[src/rtl/ps2_scancode_decoder_if.sv]
// Key-event channel between the scan-code decoder and the keyboard consumer.
// The decoder presents the head event with key_valid; the consumer takes it
// on any cycle where it also drives key_ready high.
interface ps2_scancode_decoder_if;
    logic [7:0] key_code;
    logic       key_extended;
    logic       key_break;
    logic       key_valid;
    logic       key_ready;

    modport master (
        output key_code,
        output key_extended,
        output key_break,
        output key_valid,
        input  key_ready
    );

    modport slave (
        input  key_code,
        input  key_extended,
        input  key_break,
        input  key_valid,
        output key_ready
    );
endinterface

[src/rtl/ps2_scancode_decoder.sv]
// PS/2 Set-2 scan-code decoder.
// Folds E0/F0/E1 prefix bytes into single key events, separates keyboard
// status bytes, abandons stalled multi-byte sequences after a timeout, and
// queues key events in a small first-word-fall-through FIFO.
module ps2_scancode_decoder #(
    parameter int FIFO_DEPTH     = 4,
    parameter int TIMEOUT_CYCLES = 1000000
) (
    input  logic                        clk,
    input  logic                        reset,
    input  logic [7:0]                  rx_data,
    input  logic                        rx_done,
    ps2_scancode_decoder_if.master      key,
    output logic [$clog2(FIFO_DEPTH):0] fifo_count,
    output logic [7:0]                  status_code,
    output logic                        status_valid,
    output logic                        overflow,
    output logic                        timeout
);

    localparam int PW = $clog2(FIFO_DEPTH);
    localparam int CW = PW + 1;
    localparam int TW = $clog2(TIMEOUT_CYCLES + 1);
    localparam logic [TW-1:0] TMO_LAST  = TW'(TIMEOUT_CYCLES - 1);
    localparam logic [CW-1:0] CNT_FULL  = CW'(FIFO_DEPTH);
    localparam logic [2:0]    PAUSE_LEN = 3'd7;

    typedef enum logic [2:0] {
        S_IDLE,
        S_EXT,
        S_BRK,
        S_EXTBRK,
        S_PAUSE
    } state_t;

    typedef struct packed {
        logic [7:0] code;
        logic       ext;
        logic       brk;
    } key_event_t;

    // Keyboard responses (BAT result, echo, ack, resend, errors) are never key events.
    function automatic logic is_status(input logic [7:0] b);
        case (b)
            8'h00, 8'hAA, 8'hEE, 8'hFA, 8'hFC, 8'hFE, 8'hFF: return 1'b1;
            default:                                         return 1'b0;
        endcase
    endfunction

    // E0 12 / E0 59 are the fake-shift bytes some keys wrap themselves in.
    function automatic logic is_fake_shift(input logic [7:0] b);
        return (b == 8'h12) || (b == 8'h59);
    endfunction

    state_t          state, state_n;
    logic [2:0]      skip, skip_n;
    logic [TW-1:0]   tmo_cnt;
    logic            push;
    key_event_t      push_ev;
    logic            status_hit;
    logic            timeout_hit;

    key_event_t      mem [FIFO_DEPTH];
    logic [PW-1:0]   wr_ptr, rd_ptr;
    logic            full, pop, accept;
    key_event_t      head;

    // Sequence FSM: decides the next prefix state and whether this byte yields an event.
    // NOTE: every output of this block gets a default first so no path leaves one unassigned and infers a latch.
    always_comb begin
        state_n     = state;
        skip_n      = skip;
        push        = 1'b0;
        push_ev     = '0;
        status_hit  = 1'b0;
        timeout_hit = 1'b0;

        if (rx_done) begin
            if (is_status(rx_data)) begin
                status_hit = 1'b1;
                state_n    = S_IDLE;
            end else begin
                case (state)
                    S_IDLE: begin
                        case (rx_data)
                            8'hF0:   state_n = S_BRK;
                            8'hE0:   state_n = S_EXT;
                            8'hE1: begin
                                state_n = S_PAUSE;
                                skip_n  = PAUSE_LEN;
                            end
                            default: begin
                                push    = 1'b1;
                                push_ev = '{rx_data, 1'b0, 1'b0};
                            end
                        endcase
                    end
                    S_EXT: begin
                        case (rx_data)
                            8'hE0:   state_n = S_EXT;
                            8'hF0:   state_n = S_EXTBRK;
                            8'hE1: begin
                                state_n = S_PAUSE;
                                skip_n  = PAUSE_LEN;
                            end
                            default: begin
                                state_n = S_IDLE;
                                if (!is_fake_shift(rx_data)) begin
                                    push    = 1'b1;
                                    push_ev = '{rx_data, 1'b1, 1'b0};
                                end
                            end
                        endcase
                    end
                    S_BRK: begin
                        case (rx_data)
                            8'hF0:   state_n = S_BRK;
                            8'hE0:   state_n = S_EXTBRK;
                            8'hE1: begin
                                state_n = S_PAUSE;
                                skip_n  = PAUSE_LEN;
                            end
                            default: begin
                                state_n = S_IDLE;
                                push    = 1'b1;
                                push_ev = '{rx_data, 1'b0, 1'b1};
                            end
                        endcase
                    end
                    S_EXTBRK: begin
                        case (rx_data)
                            8'hE0, 8'hF0: state_n = S_EXTBRK;
                            8'hE1: begin
                                state_n = S_PAUSE;
                                skip_n  = PAUSE_LEN;
                            end
                            default: begin
                                state_n = S_IDLE;
                                if (!is_fake_shift(rx_data)) begin
                                    push    = 1'b1;
                                    push_ev = '{rx_data, 1'b1, 1'b1};
                                end
                            end
                        endcase
                    end
                    S_PAUSE: begin
                        // Pause sends no break code; its remaining bytes are only counted off.
                        skip_n = skip - 3'd1;
                        if (skip == 3'd1) begin
                            state_n = S_IDLE;
                            push    = 1'b1;
                            push_ev = '{8'h77, 1'b1, 1'b0};
                        end
                    end
                    default: state_n = S_IDLE;
                endcase
            end
        end else if ((state != S_IDLE) && (tmo_cnt == TMO_LAST)) begin
            state_n     = S_IDLE;
            timeout_hit = 1'b1;
        end
    end

    // FSM state and pause byte counter.
    // NOTE: sequential state uses non-blocking assignments so every register samples pre-edge values.
    always_ff @(posedge clk) begin
        if (reset) begin
            state <= S_IDLE;
            skip  <= '0;
        end else begin
            state <= state_n;
            skip  <= skip_n;
        end
    end

    // Inter-byte timer: runs only while a sequence is partially received.
    always_ff @(posedge clk) begin
        if (reset || rx_done || (state_n == S_IDLE)) begin
            tmo_cnt <= '0;
        end else begin
            tmo_cnt <= tmo_cnt + 1'b1;
        end
    end

    // Status byte capture and one-cycle pulses.
    always_ff @(posedge clk) begin
        if (reset) begin
            status_code  <= '0;
            status_valid <= 1'b0;
            overflow     <= 1'b0;
            timeout      <= 1'b0;
        end else begin
            if (status_hit) begin
                status_code <= rx_data;
            end
            status_valid <= status_hit;
            overflow     <= push & full & ~pop;
            timeout      <= timeout_hit;
        end
    end

    assign full          = (fifo_count == CNT_FULL);
    assign key.key_valid = (fifo_count != '0);
    assign pop           = key.key_valid & key.key_ready;
    // A full FIFO still accepts a push when the head leaves in the same cycle.
    assign accept        = push & (~full | pop);

    // Event storage write port.
    // NOTE: the storage array has no reset; empty slots are never observable because the head is gated by key_valid.
    always_ff @(posedge clk) begin
        if (accept) begin
            mem[wr_ptr] <= push_ev;
        end
    end

    // FIFO pointers and occupancy.
    always_ff @(posedge clk) begin
        if (reset) begin
            wr_ptr     <= '0;
            rd_ptr     <= '0;
            fifo_count <= '0;
        end else begin
            if (accept) begin
                wr_ptr <= wr_ptr + 1'b1;
            end
            if (pop) begin
                rd_ptr <= rd_ptr + 1'b1;
            end
            case ({accept, pop})
                2'b10:   fifo_count <= fifo_count + 1'b1;
                2'b01:   fifo_count <= fifo_count - 1'b1;
                default: fifo_count <= fifo_count;
            endcase
        end
    end

    assign head             = mem[rd_ptr];
    assign key.key_code     = key.key_valid ? head.code : 8'h00;
    assign key.key_extended = key.key_valid & head.ext;
    assign key.key_break    = key.key_valid & head.brk;

endmodule

[src/flat_wrapper.sv]
// flat-port wrapper written by rule: the top's interface ports become plain ports
module ps2_scancode_decoder_flat 
#(
    parameter int FIFO_DEPTH     = 4,
    parameter int TIMEOUT_CYCLES = 1000000
)
  (clk, reset, rx_data, rx_done, fifo_count, status_code, status_valid, overflow, timeout, key_key_code, key_key_extended, key_key_break, key_key_valid, key_key_ready);
  ps2_scancode_decoder_if key_i ();
  input  logic clk;
  input  logic reset;
  input  logic [7:0] rx_data;
  input  logic rx_done;
  output logic [$clog2(FIFO_DEPTH):0] fifo_count;
  output logic [7:0] status_code;
  output logic status_valid;
  output logic overflow;
  output logic timeout;
  output wire logic [$bits(key_i.key_code)-1:0] key_key_code;
  output wire logic [$bits(key_i.key_extended)-1:0] key_key_extended;
  output wire logic [$bits(key_i.key_break)-1:0] key_key_break;
  output wire logic [$bits(key_i.key_valid)-1:0] key_key_valid;
  input wire logic [$bits(key_i.key_ready)-1:0] key_key_ready;
  assign key_key_code = key_i.key_code;
  assign key_key_extended = key_i.key_extended;
  assign key_key_break = key_i.key_break;
  assign key_key_valid = key_i.key_valid;
  assign key_i.key_ready = key_key_ready;
  ps2_scancode_decoder #(.FIFO_DEPTH(FIFO_DEPTH), .TIMEOUT_CYCLES(TIMEOUT_CYCLES)) u_core (.clk(clk), .reset(reset), .rx_data(rx_data), .rx_done(rx_done), .key(key_i), .fifo_count(fifo_count), .status_code(status_code), .status_valid(status_valid), .overflow(overflow), .timeout(timeout));
endmodule
[config.mk]
export PLATFORM = sky130hd
export DESIGN_NAME = ps2_scancode_decoder_flat
export DESIGN_NICKNAME = d
export VERILOG_FILES = /design/src/rtl/ps2_scancode_decoder_if.sv /design/src/rtl/ps2_scancode_decoder.sv /design/src/flat_wrapper.sv
export SDC_FILE = /design/constraint.sdc
export NUM_CORES = 1
export LEC_CHECK = 0
export BUFFER_PORTS_ARGS = -buffer_cell sky130_fd_sc_hd__buf_2
export CORE_MARGIN = 1.5
export CORE_UTILIZATION = 30
export DETAILED_ROUTE_END_ITERATION = 7
export GPL_ROUTABILITY_DRIVEN = 0
export PLACE_DENSITY = 0.49
export SETUP_SLACK_MARGIN = 0.05
export SLEW_MARGIN = 5
export SYNTH_ARGS = -nofsm -noshare
export SYNTH_HDL_FRONTEND = slang
export SYNTH_SLANG_ARGS = --single-unit
[constraint.sdc]
create_clock -name clk -period 3.8 [get_ports clk]
set_input_delay 0.76 -clock clk [delete_from_list [all_inputs] [get_ports clk]]
set_output_delay 0.76 -clock clk [all_outputs]
set_load 0.02 [all_outputs]
Word-level counts from Yosys, hierarchy flattened
Memories as Yosys holds them, arrays and structs flattened. A register that Yosys moved wholly into a read port is not among the register bits.
Index checks and enable logic that the tools add are counted.

cells by class
  $add $sub $neg = 6
  bitwise operators = 10
  muxes and demuxes = 39
  reduce and logical (&&, ||, !) cells = 19
  eq/ne operators = 21

operators by type and width
  kind                                                 number
  2-to-1 mux 10 bit                                    8
  equality test 8 bit, second input constant           9
  one-hot mux 10 bit (5 select lines)                  1
  one-hot mux 3 bit (3 select lines)                   3
  adder 20 x 1 -> 20 bit, second input constant        1
  equality test 20 bit, second input constant          1
  one-hot mux 3 bit (2 select lines)                   3
  2-to-1 mux 3 bit                                     5
  one-hot mux 3 bit (5 select lines)                   1
  2-to-1 mux 1 bit                                     13
  2-to-1 mux 9 bit                                     1
  equality test 8 x 5 -> 1 bit, second input constant  1
  equality test 8 x 7 -> 1 bit, second input constant  1
  zero test 8 bit                                      1
  2-to-1 mux 8 bit                                     1
  OR reduction 2 bit                                   4
  OR reduction 7 bit                                   1
  AND 1 bit                                            6
  equality test 3 x 1 -> 1 bit, second input constant  2
  equality test 3 x 2 -> 1 bit, second input constant  2
  equality test 3 bit, second input constant           2
  zero test 3 bit                                      2
  nonzero test 3 bit                                   2
  subtractor 3 x 1 -> 3 bit, second input constant     2
  other kinds (15)                                     22

storage, ports and cells
  flip-flop bits (word level) = 44
  memories = 1
  output and inout port bits = 25
  RAM bits = 40

memories
  memory      depth  bits a word  read ports  clocked after Yosys merged registers in  write ports  RTL line                    source
  u_core.mem  4      10           1           1                                        1            ps2_scancode_decoder.sv:63  key_event_t mem [FIFO_DEPTH];

Logic depth before layout (Yosys ltp)
Gate-level depths: netlist (run 1).

  word-level depth = 10
  depth in mapped cells = 12
  depth with buffers taken out = 12

Worst setup path after synthesis (run 1)
Ideal clock, no wire load.

  path type = input to register
  from = in rx_data[2]
  to = reg u_core.fifo_count[2]
  slack = 515 ps
  data required time = 3,729 ps
  stages on the path = 12
  arrival = 3,215 ps
  path through = buf_4 > or4b_4 > a211o_1 > a21boi_4 > nor4_4 > inv_1 > ha_1 > inv_1 > fa_1 > xor2_1 > or3_1 > a21oi_1

between the ends
  cells in the longest elaborated chain, start to end = 10
  elaborated cells on any way between the ends = 28
  those cells by class = eq/ne (13); mux (9); bitwise (1); reduce/logical (5)

RTL lines
  item                                                                                 RTL line                                                  source
  from (decl)                                                                          flat_wrapper.sv:11                                        input logic [7:0] rx_data;
  equality test 8 x 5 -> 1 bit / equality test 8 x 7 -> 1 bit (equally long branches)  ps2_scancode_decoder.sv:52                                return (b == 8'h12) || (b == 8'h59);
  logical OR 1 bit                                                                     ps2_scancode_decoder.sv:52
  2-to-1 mux 1 bit                                                                     ps2_scancode_decoder.sv:108, ps2_scancode_decoder.sv:139
  2-to-1 mux 1 bit                                                                     ps2_scancode_decoder.sv:99                                case (rx_data)
  one-hot mux 1 bit (3 select lines)                                                   ps2_scancode_decoder.sv:83                                case (state)
  2-to-1 mux 1 bit (*)                                                                 ps2_scancode_decoder.sv:79                                if (is_status(rx_data)) begin
  2-to-1 mux 1 bit (*)                                                                 ps2_scancode_decoder.sv:78                                if (rx_done) begin
  AND 1 bit (*)                                                                        ps2_scancode_decoder.sv:206                               assign accept = push & (~full | pop);
  equality test 2 x 1 -> 1 bit / equality test 2 bit (equally long branches)           ps2_scancode_decoder.sv:229                               case ({accept, pop})
  one-hot mux 3 bit (2 select lines) / nonzero test 2 bit (equally long branches)      --
  to (signal assigned)                                                                 ps2_scancode_decoder.sv:230                               2'b10: fifo_count <= fifo_count + 1'b1;
  to (signal assigned)                                                                 ps2_scancode_decoder.sv:231                               2'b01: fifo_count <= fifo_count - 1'b1;
  to (signal assigned)                                                                 ps2_scancode_decoder.sv:232                               default: fifo_count <= fifo_count;
  to (decl)                                                                            ps2_scancode_decoder.sv:14                                output logic [$clog2(FIFO_DEPTH):0] fifo_count,

Every way passes the cells marked *; elsewhere a longest branch is shown, timed or not. The select of a mux whose other input is x is not followed.
A chain may end at the register's enable or synchronous reset.

Final worst setup path (run 1)
  from = in rx_data[0]
  to = reg u_core.fifo_count[2]

Same word-level chain as after synthesis.

==> flow_metrics.env, run 1 <==
export IMPL_relSlewSlack_pct=33.1
export IMPL_drt_iter0_markers=125
export IMPL_start_kind="primary input"
export IMPL_drive_gt1_share_pct=22.0
export IMPL_place_inst=538
export IMPL_rsz0062_at_grt="false"
export IMPL_finalSetupTns_ns=0
export IMPL_ys_warn_count=0
export IMPL_num_rows=41
export IMPL_port_buffers=36
export IMPL_n_antenna_cell=0
export IMPL_initial_utilization_pct=31.0
export IMPL_min_period_ns=3.13
export IMPL_antenna_found_initial=0
export IMPL_path_max_fanout=8
export IMPL_tightestPinTransition_ns=0.994
export IMPL_viasPerCell=4.72
export IMPL_die_area_um2=13900
export IMPL_cts_setup_buffers=0
export IMPL_synth_area_um2=3950
export IMPL_cts_sinks=86
export IMPL_synth_nets=364
export IMPL_grt_pass1_wl_mm=13.0
export IMPL_cts_resized=0
export IMPL_num_nets_final=398
export IMPL_ant_nets=0
export IMPL_hp_class="register to register"
export IMPL_slowest_stage="or4b_4"
export IMPL_fin_area_um2=4540
export IMPL_fin_crit_sh_pct=82.3
export IMPL_synth_common_cells="46 x dfxtp_1, 40 x edfxtp_1, 35 x nor2_1"
export IMPL_finalMaxSlewViolations=0
export IMPL_critical_path_class="primary input to register"
export IMPL_synth_area_leaders="edfxtp_1 30%, dfxtp_1 23%, mux4_2 5.7%, xor2_1 3.5%, nor2_1 3.3%"
export IMPL_finalNonFillerCells=554
export IMPL_timing_final_hold_violations=0
export IMPL_grt_usage_pct=11.9
export IMPL_async_flop_share_pct=0
export IMPL_ctsHoldBuffers=0
export IMPL_grt_pass1_vias=2523
export IMPL_syn_area_per_cell_um2=11.5
export IMPL_cts_tree="yes"
export IMPL_design_core_area_um2=12700
export IMPL_area_sequential_um2=2120
export IMPL_maxCapViolations=0
export IMPL_yosys_area_top_type="edfxtp_1"
export IMPL_skew_ns=0.00859
export IMPL_critPathBufInv=3
export IMPL_wl_per_cell_um=14.3
export IMPL_worstPathRequired_ns=4.06
export IMPL_cts_buffers=9
export IMPL_cellLeakagePower_nw=1.64
export IMPL_syn_inst=343
export IMPL_arrival_ns=3.39
export IMPL_clock_path_buffers=2
export IMPL_grt_start_max_net_pins=20
export IMPL_placed_area_um2=4270
export IMPL_status="finished, final reports clean"
export IMPL_dr_pass1_iters=4
export IMPL_ctsRootBufferMaster="clkbuf_16"
export IMPL_ys_seq_area_share_pct=53.7
export IMPL_clk_latency_ns=0.33
export IMPL_die_width_um=118
export IMPL_syn2layout_area_growth_pct=15.0
export IMPL_multi_input_area_um2=1690
export IMPL_num_fill_cells=1304
export IMPL_worstPathCellList="buf_2, or4b_4, a211o_1, a21boi_4, nor4_4, inv_1, ha_1, inv_1, fa_1, xor2_1, or3_1, a21oi_1"
export IMPL_power_density_nw_per_um2=549
export IMPL_worst_path_most_repeated_cell="inv_1"
export IMPL_synth_distinct_cells=56
export IMPL_synth_edf_count=40
export IMPL_grt_overflow_total=0
export IMPL_fmaxAchievable_mhz=320
export IMPL_hpwlAfterDp_mm=5.65
export IMPL_setup_viol=0
export IMPL_route_vias_total=2615
export IMPL_cts_htree_levels=3
export IMPL_crit_family="simple AND/OR/NAND/NOR gates"
export IMPL_vdd_drop_max_uv=219
export IMPL_drc=0
export IMPL_io_pins=37
export IMPL_drt_total_wl_mm=7.91
export IMPL_crit_path_max_incr_delay_ns=0.54
export IMPL_yosysTopAreaCellShare_pct=30.4
export IMPL_ys_flop_type="dfxtp_1"
export IMPL_path_clk_slew_ns=0.07
export IMPL_end_kind="register"
export IMPL_yosysMostFrequentCell="dfxtp_1"
export IMPL_ys_ff_latch=86
export IMPL_fp_dieH_um=118
## sequential cells by signal, indices dropped and copies added, names as in the netlist, 2 cells and up, named ones only
register	count
u_core.fifo_count	3
u_core.mem	40
u_core.rd_ptr	2
u_core.skip	3
u_core.state	3
u_core.status_code	8
u_core.tmo_cnt	20
u_core.wr_ptr	2
## placed cells by master (no fill, tap or decap), drive strengths merged, types with 2 or more instances in the layout
cell,count
nand2b,2
o21ai,5
dfxtp,46
inv,16
buf,37
nand4,3
xnor2,7
o2111ai,2
clkbuf,10
and3,7
or3,4
and2b,2
nor3,7
mux2i,6
a21oi,13
nor2,35
edfxtp,40
nor4,7
xor2,16
a311oi,2
nand4b,2
ha,8
nand3,12
and2,19
clkinv,3
or4b,3
a31oi,5
nand3b,2
nand2,32
mux4,10
and4,3
## cell type report
type                            instances  area share [%]
Clock buffer                           10            5.07
Clock inverter                          6           0.991
Inverter                               13            1.07
Multi-Input combinational cell        230            37.3
Sequential cell                        86            46.7
Tap cell                              172            4.74
Timing Repair Buffer                   37            4.13
## metal layers
| metal | up-vias | global-route usage, % | share of wire, % |
|---|---|---|---|
| met5 | - | 0 | 0 |
| met4 | 0 | 4.73 | 1.2 |
| met3 | 6 | 2.76 | 3.6 |
| met2 | 61 | 18.3 | 45 |
| met1 | 1239 | 16.3 | 51 |
| li1 | 1309 | - | - |
## worst reg2reg max path: stages (launching register included)
cell and delay (ns):
dfxtp_1 0.47, nor3b_4 0.38, nand3b_2 0.22, a21boi_4 0.21, nor4_4 0.39, inv_1 0.09
ha_1 0.23, inv_1 0.07, fa_1 0.17, xor2_1 0.08, or3_1 0.30, a21oi_1 0.15
## worst paths after layout
| kind | startpoint | end | slack [ns] | cells after the start |
|---|---|---|---|---|
| max | rx_data[0] | u_core.fifo_count[2]$_SDFFE_PP0P_ | 0.67 | 12 |
| min | u_core.status_code[6]$_SDFFE_PP0P_ | u_core.status_code[6]$_SDFFE_PP0P_ | 0.46 | 2 |
| max reg2reg | u_core.state[2]$_SDFF_PP0_ | u_core.fifo_count[2]$_SDFFE_PP0P_ | 0.96 | 11 |
| min reg2reg | u_core.status_code[6]$_SDFFE_PP0P_ | u_core.status_code[6]$_SDFFE_PP0P_ | 0.46 | 2 |
## through the flow
stage / total power [W] / util (%) / hold slack (ns) / worst slack, ns
finish: 0.00249 / 35.7 / 0.458 / 0.672
global route: 0.00262 / 35.7 / 0.487 / 0.526
CTS: 0.00254 / 35.7 / 0.459 / 0.694
detailed placement: 0.00172 / 33.5 / 0.445 / 0.361
global placement: 0.00171 / 33.5 / 0.443 / 0.390
floorplan: 0.00154 / - / 0.430 / 0.515
## kinds of logic (layout without fill, tap and decap cells)
| group | count (synthesis) | in the layout | synth area share (%) |
|---|---|---|---|
| AND/OR/NAND/NOR | 145 | 145 | 20.6 |
| flip-flops | 86 | 86 | 53.7 |
| AO/OA/AOI/OAI | 36 | 36 | 6.59 |
| buffers and inverters | 27 | 66 | 3.39 |
| XOR/XNOR | 23 | 23 | 5.10 |
| multiplexers | 17 | 17 | 7.60 |
| adder cells (fa/ha/maj) | 9 | 9 | 3.04 |
## power breakdown
part | internal [W] | switching, W | total (W)
Combinational | 0.000246 | 0.000332 | 0.000577
Sequential | 0.00104 | 0.0000685 | 0.00110
Clock | 0.000451 | 0.000359 | 0.000811
Total | 0.00173 | 0.000760 | 0.00249
Note: power is estimated with default switching activity, not from simulation.
==> run 2, diff against run 1 <==
==> constraint.sdc (replaced) <==
create_clock -name clk -period 3.05 [get_ports clk]
set_input_delay 0.61 -clock clk [delete_from_list [all_inputs] [get_ports clk]]
set_output_delay 0.61 -clock clk [all_outputs]
set_load 0.02 [all_outputs]
==> flow_metrics.env, run 2 (synthesis gave the netlist of run 1 again) <==
export IMPL_status="finished, final reports clean"
export IMPL_drive_gt1_share_pct=25.2
export IMPL_busiest_layer="met2"
export IMPL_setup_slack_ns=0.260
export IMPL_grt_pass1_vias=2629
export IMPL_finalNonFillerCells=569
export IMPL_final_common_cell="dfxtp_1"
export IMPL_fin_crit_sh_pct=91.5
export IMPL_regMostFlops="u_core.mem"
export IMPL_drt_iter0_markers=97
export IMPL_worstPathRequired_ns=3.32
export IMPL_die_area_um2=13900
export IMPL_initial_utilization_pct=31.0
export IMPL_relSlewSlack_pct=56.7
export IMPL_port_buffers=36
export IMPL_drc=0
export IMPL_cts_tree="yes"
export IMPL_wl_per_cell_um=14.4
export IMPL_setup_viol=0
export IMPL_timing_final_hold_violations=0
export IMPL_met3_usage_pct=2.13
export IMPL_cts_htree_levels=3
export IMPL_drt_total_wl_mm=8.17
export IMPL_arrival_ns=3.06
export IMPL_path_max_fanout=8
export IMPL_grt_overflow_total=0
export IMPL_design_core_area_um2=12700
export IMPL_tightestPinTransition_ns=0.647
export IMPL_hpwlAfterDp_mm=5.88
export IMPL_use_met2_pct=19.3
export IMPL_grt_start_max_net_pins=21
export IMPL_skew_ns=0.00394
export IMPL_viasPerCell=4.70
export IMPL_rsz0062_at_grt="false"
export IMPL_num_nets_final=413
export IMPL_num_rows=41
export IMPL_largest_register_ffs=40
export IMPL_io_pins=37
export IMPL_cellLeakagePower_nw=1.72
export IMPL_fmaxAchievable_mhz=358
export IMPL_die_width_um=118
export IMPL_dp_slack_ns=-0.0584
export IMPL_ctsRootBufferMaster="clkbuf_16"
export IMPL_reg_top3="u_core.mem x40, u_core.tmo_cnt x20, u_core.status_code x8"
export IMPL_antenna_found_initial=0
export IMPL_clk_latency_ns=0.33
export IMPL_grt_pass1_wl_mm=13.7
export IMPL_path_clk_slew_ns=0.06
export IMPL_hp_class="register to register"
export IMPL_grt_usage_pct=12.5
export IMPL_min_period_ns=2.79
export IMPL_dr_pass1_iters=4
export IMPL_place_inst=553
export IMPL_placed_area_um2=4390
export IMPL_start_kind="primary input"
export IMPL_end_kind="register"
export IMPL_finalMaxSlewViolations=0
export IMPL_grt_util_met1_pct=17.0
export IMPL_ctsHoldBuffers=0
export IMPL_power_density_nw_per_um2=687
export IMPL_maxCapViolations=0
export IMPL_vdd_drop_max_uv=238
export IMPL_fp_dieH_um=118
export IMPL_cts_setup_buffers=0
export IMPL_cts_sinks=86
export IMPL_n_antenna_cell=0
export IMPL_clock_path_buffers=2
export IMPL_cts_buffers=9
export IMPL_cts_resized=0
export IMPL_syn2layout_area_growth_pct=18.7
export IMPL_route_vias_total=2674
export IMPL_critical_path_class="primary input to register"
export IMPL_mostFrequentLayoutCells="46 x dfxtp_1, 40 x edfxtp_1, 36 x buf_2"
export IMPL_ant_nets=0
export IMPL_fin_area_um2=4690
export IMPL_finalSetupTns_ns=0
==> run 2: report_power, final <==
| group | switching, W | internal [W] | total, W |
|---|---|---|---|
| combinational | 0.000450 | 0.000331 | 0.000781 |
| clock | 0.000441 | 0.000658 | 0.00110 |
| sequential | 0.0000475 | 0.00129 | 0.00134 |
| total | 0.000939 | 0.00228 | 0.00322 |
==> run 2: final timing paths <==
check                                startpoint                                 end  depth (start not counted)  slack (ns)
max reg2reg   u_core.fifo_count[0]$_SDFFE_PP0P_   u_core.fifo_count[2]$_SDFFE_PP0P_                         10        0.48
min reg2reg  u_core.status_code[1]$_SDFFE_PP0P_  u_core.status_code[1]$_SDFFE_PP0P_                          2        0.46
max                                  rx_data[3]   u_core.fifo_count[2]$_SDFFE_PP0P_                         13        0.26
min          u_core.status_code[1]$_SDFFE_PP0P_  u_core.status_code[1]$_SDFFE_PP0P_                          2        0.46
==> run 2: area by class of cell <==
cell class / instances / area, um^2
Fill cell: 1301 / 8030
Sequential cell: 86 / 2120
Multi-Input combinational cell: 230 / 1700
Timing Repair Buffer: 52 / 300
Clock buffer: 11 / 243
Tap cell: 172 / 215
Clock inverter: 5 / 60.1
Inverter: 13 / 48.8
==> run 2: per-stage QoR <==
stage | power [W] | hold WS (ns) | utilization [%]
2_1_floorplan | 0.00192 | 0.430 | -
5_1_grt | 0.00338 | 0.476 | 36.9
3_3_place_gp | 0.00215 | 0.441 | 34.5
4_1_cts | 0.00327 | 0.458 | 36.9
3_5_place_dp | 0.00217 | 0.444 | 34.5
6_report | 0.00322 | 0.455 | 36.9
==> run 2: worst max-delay path: stages <==
cell and delay (ns):
buf_2 0.12, buf_4 0.16, a2111oi_0 0.45, a31oi_1 0.24
a21boi_4 0.24, nor4_4 0.06, inv_1 0.06, ha_2 0.16
inv_1 0.05, fa_2 0.33, xor2_1 0.15, or3_1 0.31
a21oi_1 0.12
==> run 2: metal layers <==
metal | up-vias | wire [um]
li1 | 1338 | -
met1 | 1275 | 4080
met2 | 51 | 3700
met3 | 10 | 246
met4 | 0 | 145
met5 | - | 0
==> run 3, diff against run 2 <==
--- a/config.mk
+++ b/config.mk
@@ -5,14 +5,15 @@
 export SDC_FILE = /design/constraint.sdc
 export NUM_CORES = 1
 export LEC_CHECK = 0
+export ABC_AREA = 1
 export BUFFER_PORTS_ARGS = -buffer_cell sky130_fd_sc_hd__buf_2
 export CORE_MARGIN = 1.5
 export CORE_UTILIZATION = 30
 export DETAILED_ROUTE_END_ITERATION = 7
 export GPL_ROUTABILITY_DRIVEN = 0
+export GPL_TIMING_DRIVEN = 0
 export PLACE_DENSITY = 0.49
 export SETUP_SLACK_MARGIN = 0.05
-export SLEW_MARGIN = 5
 export SYNTH_ARGS = -nofsm -noshare
 export SYNTH_HDL_FRONTEND = slang
 export SYNTH_SLANG_ARGS = --single-unit
==> flow_metrics.env, run 3 <==
export IMPL_status="finished, final reports clean"
export IMPL_async_flop_share_pct=0
export IMPL_post_route_util_pct=36.4
export IMPL_critical_path_class="primary input to register"
export IMPL_hp_class="register to register"
export IMPL_synth_nets=519
export IMPL_cellLeakagePower_nw=1.93
export IMPL_route_vias_total=3278
export IMPL_met3_usage_pct=4.09
export IMPL_synth_common_cells="94 x nor2_1, 73 x nand2_1, 49 x inv_1"
export IMPL_drive_gt1_share_pct=20.0
export IMPL_mostFrequentLayoutCells="93 x nor2_1, 73 x nand2_1, 49 x inv_1"
export IMPL_port_buffers=36
export IMPL_placed_area_um2=4590
export IMPL_regToRegSetupSlack_ns=0.40
export IMPL_fp_dieH_um=121
export IMPL_start_kind="primary input"
export IMPL_synth_area_um2=4190
export IMPL_grt_start_max_net_pins=16
export IMPL_fin_area_um2=4890
export IMPL_cts_buffers=9
export IMPL_tightestPinTransition_ns=0.990
export IMPL_rsz0062_at_grt="true"
export IMPL_dr_pass1_iters=4
export IMPL_fin_hold_ws_ns=0.464
export IMPL_end_kind="register"
export IMPL_io_pins=37
export IMPL_num_rows=42
export IMPL_vdd_drop_max_uv=340
export IMPL_ctsRootBufferMaster="clkbuf_16"
export IMPL_yosysTopAreaCellShare_pct=28.7
export IMPL_grt_overflow_total=0
export IMPL_worstPathRequired_ns=3.28
export IMPL_ys_flop_type="dfxtp_1"
export IMPL_ys_ff_latch=86
export IMPL_finalNonFillerCells=726
export IMPL_initial_utilization_pct=31.1
export IMPL_drt_total_wl_mm=9.28
export IMPL_grt_pass1_vias=3238
export IMPL_wl_per_cell_um=12.8
export IMPL_skew_ns=0.00763
export IMPL_syn_inst=498
export IMPL_cts_resized=0
export IMPL_largest_register_ffs=40
export IMPL_drt_iter0_markers=174
export IMPL_path_clk_slew_ns=0.07
export IMPL_clk_latency_ns=0.35
export IMPL_syn_area_per_cell_um2=8.41
export IMPL_die_area_um2=14700
export IMPL_use_met2_pct=22.4
export IMPL_clock_path_buffers=2
export IMPL_design_core_area_um2=13500
export IMPL_fmaxAchievable_mhz=376
export IMPL_place_inst=710
export IMPL_timing_final_hold_violations=0
export IMPL_power_density_nw_per_um2=649
export IMPL_reg_top3="u_core.mem x40, u_core.tmo_cnt x20, u_core.status_code x8"
export IMPL_regMostFlops="u_core.mem"
export IMPL_fin_crit_sh_pct=87.1
export IMPL_antenna_found_initial=0
export IMPL_relSlewSlack_pct=33.8
export IMPL_num_nets_final=566
export IMPL_n_antenna_cell=0
export IMPL_hpwlAfterDp_mm=6.72
export IMPL_cts_sinks=86
export IMPL_cts_htree_levels=3
export IMPL_cts_tree="yes"
export IMPL_cts_setup_buffers=0
export IMPL_yosysMostFrequentCell="nor2_1"
export IMPL_grt_pass1_wl_mm=15.8
export IMPL_path_max_fanout=6
export IMPL_arrival_ns=2.89
export IMPL_ys_seq_area_share_pct=50.7
export IMPL_setup_viol=0
export IMPL_viasPerCell=4.52
export IMPL_syn2layout_area_growth_pct=16.8
export IMPL_grt_util_met1_pct=18.0
export IMPL_ctsHoldBuffers=0
export IMPL_busiest_layer="met2"
export IMPL_maxCapViolations=0
export IMPL_synth_edf_count=40
export IMPL_final_common_cell="nor2_1"
export IMPL_die_width_um=121
export IMPL_min_period_ns=2.66
export IMPL_finalSetupTns_ns=0
export IMPL_synth_area_leaders="edfxtp_1 29%, dfxtp_1 22%, nor2_1 8.4%, nand2_1 6.5%, inv_1 4.4%"
export IMPL_yosys_area_top_type="edfxtp_1"
export IMPL_num_fill_cells=1452
export IMPL_ys_warn_count=0
export IMPL_drc=0
export IMPL_synth_distinct_cells=31
export IMPL_finalMaxSlewViolations=0
export IMPL_grt_usage_pct=14.1
export IMPL_ant_nets=0
## run 3: changes by cell type in the layout (fill, tap and decap cells not counted), moves of 11 or more
cell and change:
nand2_2 +11, inv_1 +36, nand2_1 +41, nor2_2 +25, o21ai_0 +25, and2_1 -13, a21oi_1 +21, buf_4 -16
nor2_1 +58
## run 3: where the power goes
part | internal (W) | total, W | switching [W]
combinational | 0.000219 | 0.000755 | 0.000536
sequential | 0.00128 | 0.00131 | 0.0000326
clock | 0.000658 | 0.00111 | 0.000448
## run 3: layout make-up
type / count / area, um^2 / share of cell area, %
flip-flops and latches: 86 / 2120 / 43.4
multi-input cells: 343 / 1780 / 36.3
clock buffers: 11 / 243 / 4.96
well taps: 176 / 220 / 4.50
inverters: 58 / 218 / 4.45
repair buffers: 36 / 180 / 3.68
plain buffers: 11 / 73.8 / 1.51
clock inverters: 5 / 57.6 / 1.18
## run 3: worst paths after layout
kind	startpoint	endpoint	cells past startpoint
min reg2reg	u_core.skip[1]$_SDFFE_PP0P_	u_core.skip[1]$_SDFFE_PP0P_	2
max	rx_data[0]	u_core.fifo_count[2]$_SDFFE_PP0P_	19
min	u_core.skip[1]$_SDFFE_PP0P_	u_core.skip[1]$_SDFFE_PP0P_	2
max reg2reg	u_core.state[2]$_SDFF_PP0_	u_core.mem[3][1]$_DFFE_PP_	8
## run 3: per-stage QoR
step / total power (W) / worst slack, ns
3_3_place_gp: 0.00208 / 0.0431
5_1_grt: 0.00336 / 0.0126
4_1_cts: 0.00323 / 0.298
6_report: 0.00318 / 0.393
2_1_floorplan: 0.00184 / 0.475
3_5_place_dp: 0.00210 / -0.0375
## run 3: metal layers
layer | routed length (um) | vias to the layer above
li1 | - | 1693
met1 | 4450 | 1530
met2 | 4300 | 46
met3 | 379 | 9
met4 | 149 | 0
met5 | 0 | -
## run 3: kinds of logic (layout without fill, tap and decap cells)
group	count (synthesis)	after routing	share of synthesized area [%]
AO/OA/AOI/OAI	70	70	8.60
buffers and inverters	69	121	6.96
flip-flops	86	86	50.7
adder cells (fa/ha/maj)	9	9	2.87
XOR/XNOR	19	19	3.97
AND/OR/NAND/NOR	245	245	26.9
## run 3: worst max-delay path: stages
cell	delay (ns)
buf_2	0.13
inv_1	0.13
nand2_1	0.08
nor2_2	0.14
nand2_2	0.09
inv_1	0.09
nor2_1	0.06
nand3_1	0.10
nand2_1	0.06
nand2_1	0.09
nand2_2	0.10
nand2_2	0.13
ha_1	0.16
inv_1	0.06
fa_1	0.38
a21oi_1	0.15
o21ai_0	0.13
o21ai_1	0.14
a21oi_1	0.05
